<file path="src/rtl/relogio_pkg.sv">
// Shared types and limits for the clock/adjust controller.
package relogio_pkg;

    typedef enum logic [1:0] {
        NORMAL  = 2'b00,
        AJ_SEG  = 2'b01,
        AJ_MIN  = 2'b10,
        AJ_HORA = 2'b11
    } modo_t;

    localparam int unsigned CAMPO_W = 6;

    localparam logic [CAMPO_W-1:0] MAX_SEG  = 6'd59;
    localparam logic [CAMPO_W-1:0] MAX_MIN  = 6'd59;
    localparam logic [CAMPO_W-1:0] MAX_HORA = 6'd23;

    // Increment a time field, wrapping to zero past its maximum.
    function automatic logic [CAMPO_W-1:0] inc_wrap(input logic [CAMPO_W-1:0] valor,
                                                    input logic [CAMPO_W-1:0] maximo);
        return (valor == maximo) ? '0 : valor + CAMPO_W'(1);
    endfunction

endpackage

</file>
<file path="src/rtl/relogio_ajuste_ctrl_if.sv">
// Time/mode bus: the controller writes it, the display/blink path reads it.
interface relogio_ajuste_ctrl_if;
    import relogio_pkg::*;

    logic [CAMPO_W-1:0] segundos;
    logic [CAMPO_W-1:0] minutos;
    logic [CAMPO_W-1:0] horas;
    modo_t              modo_ajuste;

    modport master (output segundos, minutos, horas, modo_ajuste);
    modport slave  (input  segundos, minutos, horas, modo_ajuste);

endinterface

</file>
<file path="src/rtl/relogio_ajuste_ctrl_debounce.sv">
// Push-button conditioner: 2-FF synchronizer, stability counter, press pulse.
// pulse_c is high in the cycle whose closing edge flips the debounced level 0->1.
module relogio_ajuste_ctrl_debounce #(
    parameter int unsigned DEBOUNCE_CYCLES = 1_000_000
) (
    input  logic clk,
    input  logic reset,
    input  logic btn,
    output logic pulse_c
);

    localparam int unsigned CNT_W = (DEBOUNCE_CYCLES > 1) ? $clog2(DEBOUNCE_CYCLES) : 1;

    logic             sync1;
    logic             sync2;
    logic             level;
    logic [CNT_W-1:0] cnt;
    logic             last_c;

    // Final disagreeing sample of the stability window.
    assign last_c  = (cnt == CNT_W'(DEBOUNCE_CYCLES - 1));
    assign pulse_c = sync2 && !level && last_c;

    // Synchronize, then accept a new level only after an unbroken run of disagreement.
    always_ff @(posedge clk) begin
        if (reset) begin
            sync1 <= 1'b0;
            sync2 <= 1'b0;
            level <= 1'b0;
            cnt   <= '0;
        end else begin
            sync1 <= btn;
            sync2 <= sync1;
            if (sync2 == level) begin
                cnt <= '0;
            end else if (last_c) begin
                level <= sync2;
                cnt   <= '0;
            end else begin
                cnt <= cnt + CNT_W'(1);
            end
        end
    end

endmodule

</file>
<file path="src/rtl/relogio_ajuste_ctrl.sv">
// HH:MM:SS time keeper with a 4-state adjust FSM driven by two push-buttons.
// Optional auto-exit from adjust after TIMEOUT_S idle seconds: define AJUSTE_TIMEOUT_EN.
module relogio_ajuste_ctrl
    import relogio_pkg::*;
#(
    parameter int unsigned CLK_FREQ        = 100_000_000,
    parameter int unsigned DEBOUNCE_CYCLES = 1_000_000
`ifdef AJUSTE_TIMEOUT_EN
    ,
    parameter int unsigned TIMEOUT_S       = 10
`endif
) (
    input  logic                         clk_100MHz,
    input  logic                         reset,
    input  logic                         btn_modo,
    input  logic                         btn_inc,
    relogio_ajuste_ctrl_if.master        bus
);

    localparam int unsigned TICK_W = (CLK_FREQ > 1) ? $clog2(CLK_FREQ) : 1;
`ifdef AJUSTE_TIMEOUT_EN
    localparam int unsigned TO_W   = (TIMEOUT_S > 1) ? $clog2(TIMEOUT_S) : 1;
`endif

    logic               modo_c;
    logic               inc_c;
    logic               tick_c;
    logic [TICK_W-1:0]  tick_cnt;
    logic [CAMPO_W-1:0] cont_seg;
    logic [CAMPO_W-1:0] cont_min;
    logic [CAMPO_W-1:0] cont_hora;
    modo_t              estado;
`ifdef AJUSTE_TIMEOUT_EN
    logic [TO_W-1:0]    to_cnt;
`endif

    relogio_ajuste_ctrl_debounce #(.DEBOUNCE_CYCLES(DEBOUNCE_CYCLES)) u_deb_modo (
        .clk     (clk_100MHz),
        .reset   (reset),
        .btn     (btn_modo),
        .pulse_c (modo_c)
    );

    relogio_ajuste_ctrl_debounce #(.DEBOUNCE_CYCLES(DEBOUNCE_CYCLES)) u_deb_inc (
        .clk     (clk_100MHz),
        .reset   (reset),
        .btn     (btn_inc),
        .pulse_c (inc_c)
    );

    assign tick_c = (tick_cnt == TICK_W'(CLK_FREQ - 1));

    // Tick divider, adjust FSM and time fields; a mode pulse always wins over inc.
    always_ff @(posedge clk_100MHz) begin
        if (reset) begin
            tick_cnt  <= '0;
            cont_seg  <= '0;
            cont_min  <= '0;
            cont_hora <= '0;
            estado    <= NORMAL;
`ifdef AJUSTE_TIMEOUT_EN
            to_cnt    <= '0;
`endif
        end else begin
            tick_cnt <= tick_c ? '0 : tick_cnt + TICK_W'(1);
            if (estado == NORMAL) begin
                if (tick_c) begin
                    if (cont_seg == MAX_SEG) begin
                        cont_seg <= '0;
                        if (cont_min == MAX_MIN) begin
                            cont_min  <= '0;
                            cont_hora <= inc_wrap(cont_hora, MAX_HORA);
                        end else begin
                            cont_min <= cont_min + CAMPO_W'(1);
                        end
                    end else begin
                        cont_seg <= cont_seg + CAMPO_W'(1);
                    end
                end
                if (modo_c) begin
                    estado <= AJ_SEG;
`ifdef AJUSTE_TIMEOUT_EN
                    to_cnt <= '0;
`endif
                end
            end else if (modo_c) begin
                estado <= modo_t'(2'(estado + 2'd1));
                if (estado == AJ_HORA) begin
                    tick_cnt <= '0;
                end
`ifdef AJUSTE_TIMEOUT_EN
                to_cnt <= '0;
`endif
            end else if (inc_c) begin
                case (estado)
                    AJ_SEG:  cont_seg  <= inc_wrap(cont_seg, MAX_SEG);
                    AJ_MIN:  cont_min  <= inc_wrap(cont_min, MAX_MIN);
                    AJ_HORA: cont_hora <= inc_wrap(cont_hora, MAX_HORA);
                    default: ;
                endcase
`ifdef AJUSTE_TIMEOUT_EN
                to_cnt <= '0;
`endif
            end
`ifdef AJUSTE_TIMEOUT_EN
            else if (tick_c) begin
                if (to_cnt == TO_W'(TIMEOUT_S - 1)) begin
                    estado   <= NORMAL;
                    tick_cnt <= '0;
                    to_cnt   <= '0;
                end else begin
                    to_cnt <= to_cnt + TO_W'(1);
                end
            end
`endif
        end
    end

    assign bus.segundos    = cont_seg;
    assign bus.minutos     = cont_min;
    assign bus.horas       = cont_hora;
    assign bus.modo_ajuste = estado;

endmodule

</file>
<file path="src/flat_wrapper.sv">
// flat-port wrapper written by rule: the top's interface ports become plain ports
module relogio_ajuste_ctrl_flat import relogio_pkg::*;
#(
    parameter int unsigned CLK_FREQ        = 100_000_000,
    parameter int unsigned DEBOUNCE_CYCLES = 1_000_000

)
  (clk_100MHz, reset, btn_modo, btn_inc, bus_segundos, bus_minutos, bus_horas, bus_modo_ajuste);
  relogio_ajuste_ctrl_if bus_i ();
  input  logic clk_100MHz;
  input  logic reset;
  input  logic btn_modo;
  input  logic btn_inc;
  output wire logic [$bits(bus_i.segundos)-1:0] bus_segundos;
  output wire logic [$bits(bus_i.minutos)-1:0] bus_minutos;
  output wire logic [$bits(bus_i.horas)-1:0] bus_horas;
  output wire logic [$bits(bus_i.modo_ajuste)-1:0] bus_modo_ajuste;
  assign bus_segundos = bus_i.segundos;
  assign bus_minutos = bus_i.minutos;
  assign bus_horas = bus_i.horas;
  assign bus_modo_ajuste = bus_i.modo_ajuste;
  relogio_ajuste_ctrl #(.CLK_FREQ(CLK_FREQ), .DEBOUNCE_CYCLES(DEBOUNCE_CYCLES)) u_core (.clk_100MHz(clk_100MHz), .reset(reset), .btn_modo(btn_modo), .btn_inc(btn_inc), .bus(bus_i));
endmodule
</file>
<file path="config.mk">
export PLATFORM = sky130hd
export DESIGN_NAME = relogio_ajuste_ctrl_flat
export DESIGN_NICKNAME = d
export VERILOG_FILES = /design/src/rtl/relogio_pkg.sv /design/src/rtl/relogio_ajuste_ctrl_if.sv /design/src/rtl/relogio_ajuste_ctrl_debounce.sv /design/src/rtl/relogio_ajuste_ctrl.sv /design/src/flat_wrapper.sv
export SDC_FILE = /design/constraint.sdc
export NUM_CORES = 1
export LEC_CHECK = 0
export CAP_MARGIN = 30
export CORE_MARGIN = 2
export CORE_UTILIZATION = 65
export DETAILED_ROUTE_END_ITERATION = 16
export HOLD_SLACK_MARGIN = 0.06
export PLACE_DENSITY = 0.95
export SYNTH_ARGS = -nofsm -noshare
export SYNTH_HDL_FRONTEND = slang
export SYNTH_HIERARCHICAL = 1
export SYNTH_SLANG_ARGS = --single-unit
</file>
<file path="constraint.sdc">
create_clock -name clk_100MHz -period 4.8 [get_ports clk_100MHz]
set_input_delay 0.48 -clock clk_100MHz [delete_from_list [all_inputs] [get_ports clk_100MHz]]
set_output_delay 0.48 -clock clk_100MHz [all_outputs]
set_load 0.03 [all_outputs]
</file>
==> run_results.csv, run 1 <==
group,metric,value,unit
grt,antenna_found_initial,0,
sta,fin_ws,1.84,ns
final_layout,area_growth,10.2,%
clocking,path_clk_slew,0.10,ns
critical_path,timing.rr.start,"u_core/u_deb_modo/cnt[0]$_SDFF_PP0_",
clocking,numCtsBuffers,9,
yosys,synth_area,4660,sq um
sta,hold_violations,0,
yosys,synth_cells,540,
critical_path,arrival,3.23,ns
placed_design,port_buffers,23,
critical_path,cp_max_fo,6,
clocking,htreeDepth,3,
clocking,clockBufferDepth,2,
status,run_status,"finished clean",
route,drtIter0Drc,255,
yosys,synthDistinctLibCells,58,
route,remaining_drc_errors,0,
pwr,cellLeakagePower,1.64,nW
floorplanning,die_y,88.7,microns
sta,fin_setup_tns,0,ns
route,routed_via_density,6.22,
final_layout,final_util,74.8,%
critical_path,worst-setup-path-type,"reg2reg",
final_layout,seq_area,1860,sq um
floorplanning,die_w,88.7,microns
yosys,synth_edf_count,0,
floorplanning,std_cell_rows,30,
yosys,yosysTopAreaCell,"dfxtp_1",
route,drtAntennaViolNets,0,
grt,first_global_vias,3774,
clocking,cts_sinks,93,
clocking,cts_resized,0,
route,firstDrtPassIters,6,
grt,overflow,0,
yosys,yosys_warnings,6,
pwr,ir_drop,195,uV
route,wire_per_inst,15.3,microns
final_layout,multi_input_area,2600,sq um
sta,timing.final.crit_share,61.7,%
grt,grt_max_degree,33,
final_layout,n_antenna_cell,0,
clocking,clk_latency,0.36,ns
sta,setup_viol,0,
yosys,synth.area.top_cells,"dfxtp_1, nor2_1, xnor2_1",
grt,grt_pass1_wl,16800,microns
yosys,synth_seq_cells,93,
route,wl,10100,microns
yosys,synth_top_area_share,40.0,%
hold_path,min_from,"u_core/u_deb_modo/sync1$_SDFF_PP0_",
sta,tightest_slew,0.867,ns
final_layout,fillers,487,
placed_design,post-place-ws,1.88,ns
yosys,synthArstFlopShare,0,%
floorplanning,coreArea,6870,sq um
yosys,synth_seq_area_share,40.0,%
yosys,synth-main-ff-cell,"dfxtp_1",
hold_path,hp-class,"reg2reg",
clocking,post_cts_buffers,0,
run,drv_cap,0,
pwr,power_density,279,nW/um^2
final_layout,finalNetCount,572,
sta,slew_violations,0,
critical_path,cp-start-kind,"register",
clocking,root_buffer,"clkbuf_8",
placed_design,hpwlAfterDp,6960,microns
final_layout,drive_above_1_share,10.2,%
route,vias,4087,
sta,hold_slack,0.445,ns
sta,min_period,2.96,ns
clocking,hold_buffers,0,
floorplanning,ios,24,
clocking,tritoncts,"built",
yosys,synth_nets,556,
critical_path,critPathRequiredTime,5.07,ns
sta,max_freq,0.338,GHz
grt,track_usage,26.8,%
placed_design,routabilityCongestion,0.879,
critical_path,worstSetupStartpoint,"u_core/u_deb_modo/cnt[0]$_SDFF_PP0_",
sta,rsz0062_at_grt,"false",
sta,slew-limit-headroom,42.1,%
yosys,avgSynthCellArea,8.63,sq um
floorplanning,start_util,67.8,%
critical_path,end_kind,"register",
floorplanning,die-area,7860,sq um
sta,finClkSkew,0.0123,ns
## synthesized netlist by cell type, drive strengths merged (5+ instances only)
| library cell | instances |
|---|---|
| nand3 | 35 |
| or3 | 10 |
| inv | 18 |
| dfxtp | 93 |
| and4 | 9 |
| or4b | 5 |
| clkbuf | 5 |
| nor3 | 13 |
| nand4 | 22 |
| or4 | 8 |
| nor2 | 70 |
| ha | 12 |
| a21oi | 32 |
| xnor2 | 24 |
| nand2 | 40 |
| buf | 16 |
| nor4 | 11 |
| nor2b | 9 |
| o31ai | 6 |
| xor2 | 23 |
| o21ai | 20 |
| and3 | 11 |
## per-layer routing
layer	vias up	wire, microns	track usage, %
li1	1957	-	-
met1	1938	4150	30.7
met2	161	5150	46.8
met3	31	538	7.56
met4	0	220	10.9
met5	-	0	0
## per-stage QoR
stage / std cells / instance area (sq um) / total power, mW
after floorplan: 540 / 4660 / 0.837
after global placement: 641 / 4910 / 0.852
after detailed placement: 641 / 4910 / 0.856
after CTS: 657 / 5140 / 1.44
after global routing: 657 / 5140 / 1.48
final: 657 / 5140 / 1.43
## worst max-delay path: stages, from the launching register on
cell	delay (ns)
dfxtp_1	0.38
ha_1	0.21
nand2_1	0.11
or4_4	0.57
nor3_1	0.45
and2b_2	0.32
and3_1	0.22
or2_2	0.37
a31o_2	0.26
## cell families after synthesis
family                   count (synthesis)  share of synthesized area, %
XOR/XNOR                                47                          8.83
AND/OR/NAND/NOR                        262                          31.3
multiplexers                             5                          1.13
buffers and inverters                   39                          4.16
flip-flops                              93                          40.0
AO/OA/AOI/OAI                           82                          11.4
adder cells (fa/ha/maj)                 12                          3.22
## power breakdown
part           switching, mW  internal (mW)
sequential           0.00852          0.779
clock                  0.282          0.311
combinational         0.0311         0.0198
## cells in the final DEF, fill, tap and decap left out, types with 13 or more instances in the layout
cell             Yosys  routed
xor2_1              23      23
inv_1               18      18
dfxtp_1             93      93
xnor2_1             24      24
nand4_1             19      19
nor2_1              70      70
nor3_1              13      13
nand2_1             39      39
o21ai_0             20      18
nand3_1             35      35
a21oi_1             30      30
clkdlybuf4s50_1      0      23
## final timing paths
kind                                   endpoint  slack (ns)  cells after the start
min reg2reg  u_core/u_deb_modo/sync2$_SDFF_PP0_        0.44                      1
max          u_core/bus.minutos[1]$_SDFFE_PP0P_        1.84                      8
max reg2reg  u_core/bus.minutos[1]$_SDFFE_PP0P_        1.84                      8
min          u_core/u_deb_modo/sync2$_SDFF_PP0_        0.44                      1
## final cells by class
class / count / area share (%)
tap: 96 / 2.34
clock inverter: 6 / 1.80
multi-input combinational: 408 / 50.7
sequential: 93 / 36.2
clock buffer: 10 / 2.68
inverter: 18 / 1.32
timing repair buffer: 26 / 4.92
## registers in the layout (all words and copies together) (netlist names)
register and cells:
u_core/tick_cnt 27, u_core/u_deb_inc/cnt 20, u_core/u_deb_modo/cnt 20, u_core/bus.horas 6
u_core/bus.minutos 6, u_core/bus.segundos 6, u_core/bus.modo_ajuste 2, u_core/u_deb_inc/level 1
u_core/u_deb_inc/sync1 1, u_core/u_deb_inc/sync2 1, u_core/u_deb_modo/level 1, u_core/u_deb_modo/sync1 1
u_core/u_deb_modo/sync2 1
No activity file was read; power rests on OpenSTA's default activity.
==> run 2, diff against run 1 <==
CORE_UTILIZATION = 60   (was 65)
PLACE_DENSITY = 0.9   (was 0.95)
clock period = 2.73 ns   (was 4.8 ns; I/O delays follow)
==> run 2 against run 1 <==
Effect of this change:
- final cell count grew 1.5%
- sequential power rose by 75%
- critical path depth did not move
- clock skew increased by 0.0044 ns
- cell area up 0.32%
- maximum frequency rose by 15%
- utilization is 7.0 points lower
- worst setup slack worse by 1.7 ns
- sequential cell count did not move
- die area rose by 8.0%
- total power up 69%
- wire length decreased by 3.2%
- critical path type unchanged
- critical endpoint unchanged
==> run_results.csv, run 2 (synthesized netlist as in run 1, its figures left out) <==
group,metric,value,unit
floorplanning,die_y,92.1,microns
final_layout,final_cell_mix,"dfxtp_1, nor2_1, nand2_1",
grt,first_global_vias,3867,
pwr,cellLeakagePower,1.64,nW
clocking,clockBufferDepth,2,
final_layout,area_growth,10.6,%
clocking,numCtsBuffers,9,
floorplanning,die_w,92.1,microns
pwr,pwr-share-clk,38.9,%
grt,grt_pass1_wl,17100,microns
final_layout,fillers,608,
clocking,post_cts_buffers,0,
route,wl,9750,microns
pwr,p_sw,0.579,mW
run,drv_cap,0,
final_layout,drive_above_1_share,11.2,%
sta,max_freq,0.387,GHz
sta,fin_setup_tns,0,ns
final_layout,largest_register_ffs,27,
grt,grt_max_degree,28,
final_layout,final_util,67.7,%
grt,busiest_layer,"met2",
floorplanning,start_util,61.3,%
route,wire_per_inst,14.6,microns
clocking,cts_sinks,93,
final_layout,largest-register,"u_core/tick_cnt",
critical_path,cp-start-kind,"register",
grt,grt.met2_usage,42.2,%
floorplanning,die-area,8490,sq um
final_layout,mostFrequentLayoutCell,"dfxtp_1",
grt,track_usage,24.3,%
clocking,htreeDepth,3,
grt,met3_usage,3.86,%
sta,min_period,2.59,ns
route,routed_via_density,6.00,
grt,antenna_found_initial,0,
route,firstDrtPassIters,5,
sta,hold_violations,0,
clocking,cts_resized,0,
floorplanning,ios,24,
final_layout,multi_input_area,2620,sq um
clocking,tritoncts,"built",
final_layout,finalNetCount,576,
status,run_status,"finished clean",
floorplanning,coreArea,7610,sq um
sta,tightest_slew,0.634,ns
placed_design,port_buffers,23,
placed_design,routabilityCongestion,0.864,
pwr,power_switching_share,24.0,%
critical_path,end_kind,"register",
pwr,p_comb_share,3.7,%
placed_design,hpwlAfterDp,6950,microns
sta,setup_viol,0,
sta,finClkSkew,0.0167,ns
critical_path,critPathRequiredTime,3.00,ns
final_layout,seq_area,1860,sq um
critical_path,cp_max_fo,6,
grt,use_met1,29.9,%
clocking,path_clk_slew,0.10,ns
hold_path,hp-class,"reg2reg",
pwr,internal_power,1.84,mW
pwr,seq_power_share,57.3,%
route,drtIter0Drc,120,
clocking,root_buffer,"clkbuf_8",
floorplanning,std_cell_rows,32,
route,remaining_drc_errors,0,
clocking,hold_buffers,0,
sta,timing.final.crit_share,94.7,%
pwr,ir_drop,265,uV
critical_path,arrival,2.85,ns
final_layout,reg.largest.list,"u_core/tick_cnt (27), u_core/u_deb_inc/cnt (20), u_core/u_deb_modo/cnt (20)",
sta,slew_violations,0,
final_layout,n_antenna_cell,0,
pwr,power_density,469,nW/um^2
grt,overflow,0,
critical_path,worst-setup-path-type,"reg2reg",
sta,slew-limit-headroom,57.4,%
clocking,clk_latency,0.36,ns
sta,rsz0062_at_grt,"false",
route,vias,4004,
route,drtAntennaViolNets,0,
==> run 2: worst paths after layout <==
| check | from | endpoint | slack [ns] | cells past startpoint |
|---|---|---|---|---|
| worst min register to register | u_core/u_deb_inc/sync1$_SDFF_PP0_ | u_core/u_deb_inc/sync2$_SDFF_PP0_ | 0.45 | 1 |
| worst min-delay path | u_core/u_deb_inc/sync1$_SDFF_PP0_ | u_core/u_deb_inc/sync2$_SDFF_PP0_ | 0.45 | 1 |
| worst max register to register | u_core/u_deb_modo/cnt[0]$_SDFF_PP0_ | u_core/bus.minutos[1]$_SDFFE_PP0P_ | 0.14 | 8 |
| worst max-delay path | u_core/u_deb_modo/cnt[0]$_SDFF_PP0_ | u_core/bus.minutos[1]$_SDFFE_PP0P_ | 0.14 | 8 |
==> run 2: critical path: stages (launching register included) <==
cell and delay (ns):
dfxtp_1 0.38, ha_1 0.21, nand2_1 0.10, or4_4 0.57, nor3_2 0.13, and2b_2 0.27
and3_1 0.22, or2_2 0.36, a31o_2 0.26
==> run 2: layer usage <==
metal	vias to the layer above	wire length, microns
met1	1912	4240
li1	1962	-
met4	0	165
met5	-	0
met3	17	440
met2	113	4900
==> run 2: area by class of cell <==
type	instances	share of cell area [%]
Multi-Input combinational cell	408	50.8
Sequential cell	93	36.1
Timing Repair Buffer	30	5.49
Clock buffer	10	2.48
Tap cell	102	2.48
Clock inverter	6	1.36
Inverter	18	1.31
==> run 2: power groups by stage <==
stage	Sequential, mW	Combinational, mW	Clock [mW]
final	1.38	0.0901	0.941
after global routing	1.39	0.0999	1.02
after floorplan	1.43	0.0456	0
after CTS	1.38	0.0897	0.956
after detailed placement	1.42	0.0892	0
after global placement	1.42	0.0864	0
==> run 2: stage by stage <==
stage / setup WS, ns / instance area, sq um / hold slack, ns / instances / power (mW)
after floorplan: 0.0877 / 4660 / 0.342 / 540 / 1.47
after global placement: 0.178 / 4950 / 0.422 / 651 / 1.50
after detailed placement: 0.134 / 4950 / 0.428 / 651 / 1.51
after CTS: 0.139 / 5150 / 0.453 / 667 / 2.43
after global routing: 0.00213 / 5150 / 0.479 / 667 / 2.50
final: 0.145 / 5150 / 0.447 / 667 / 2.42
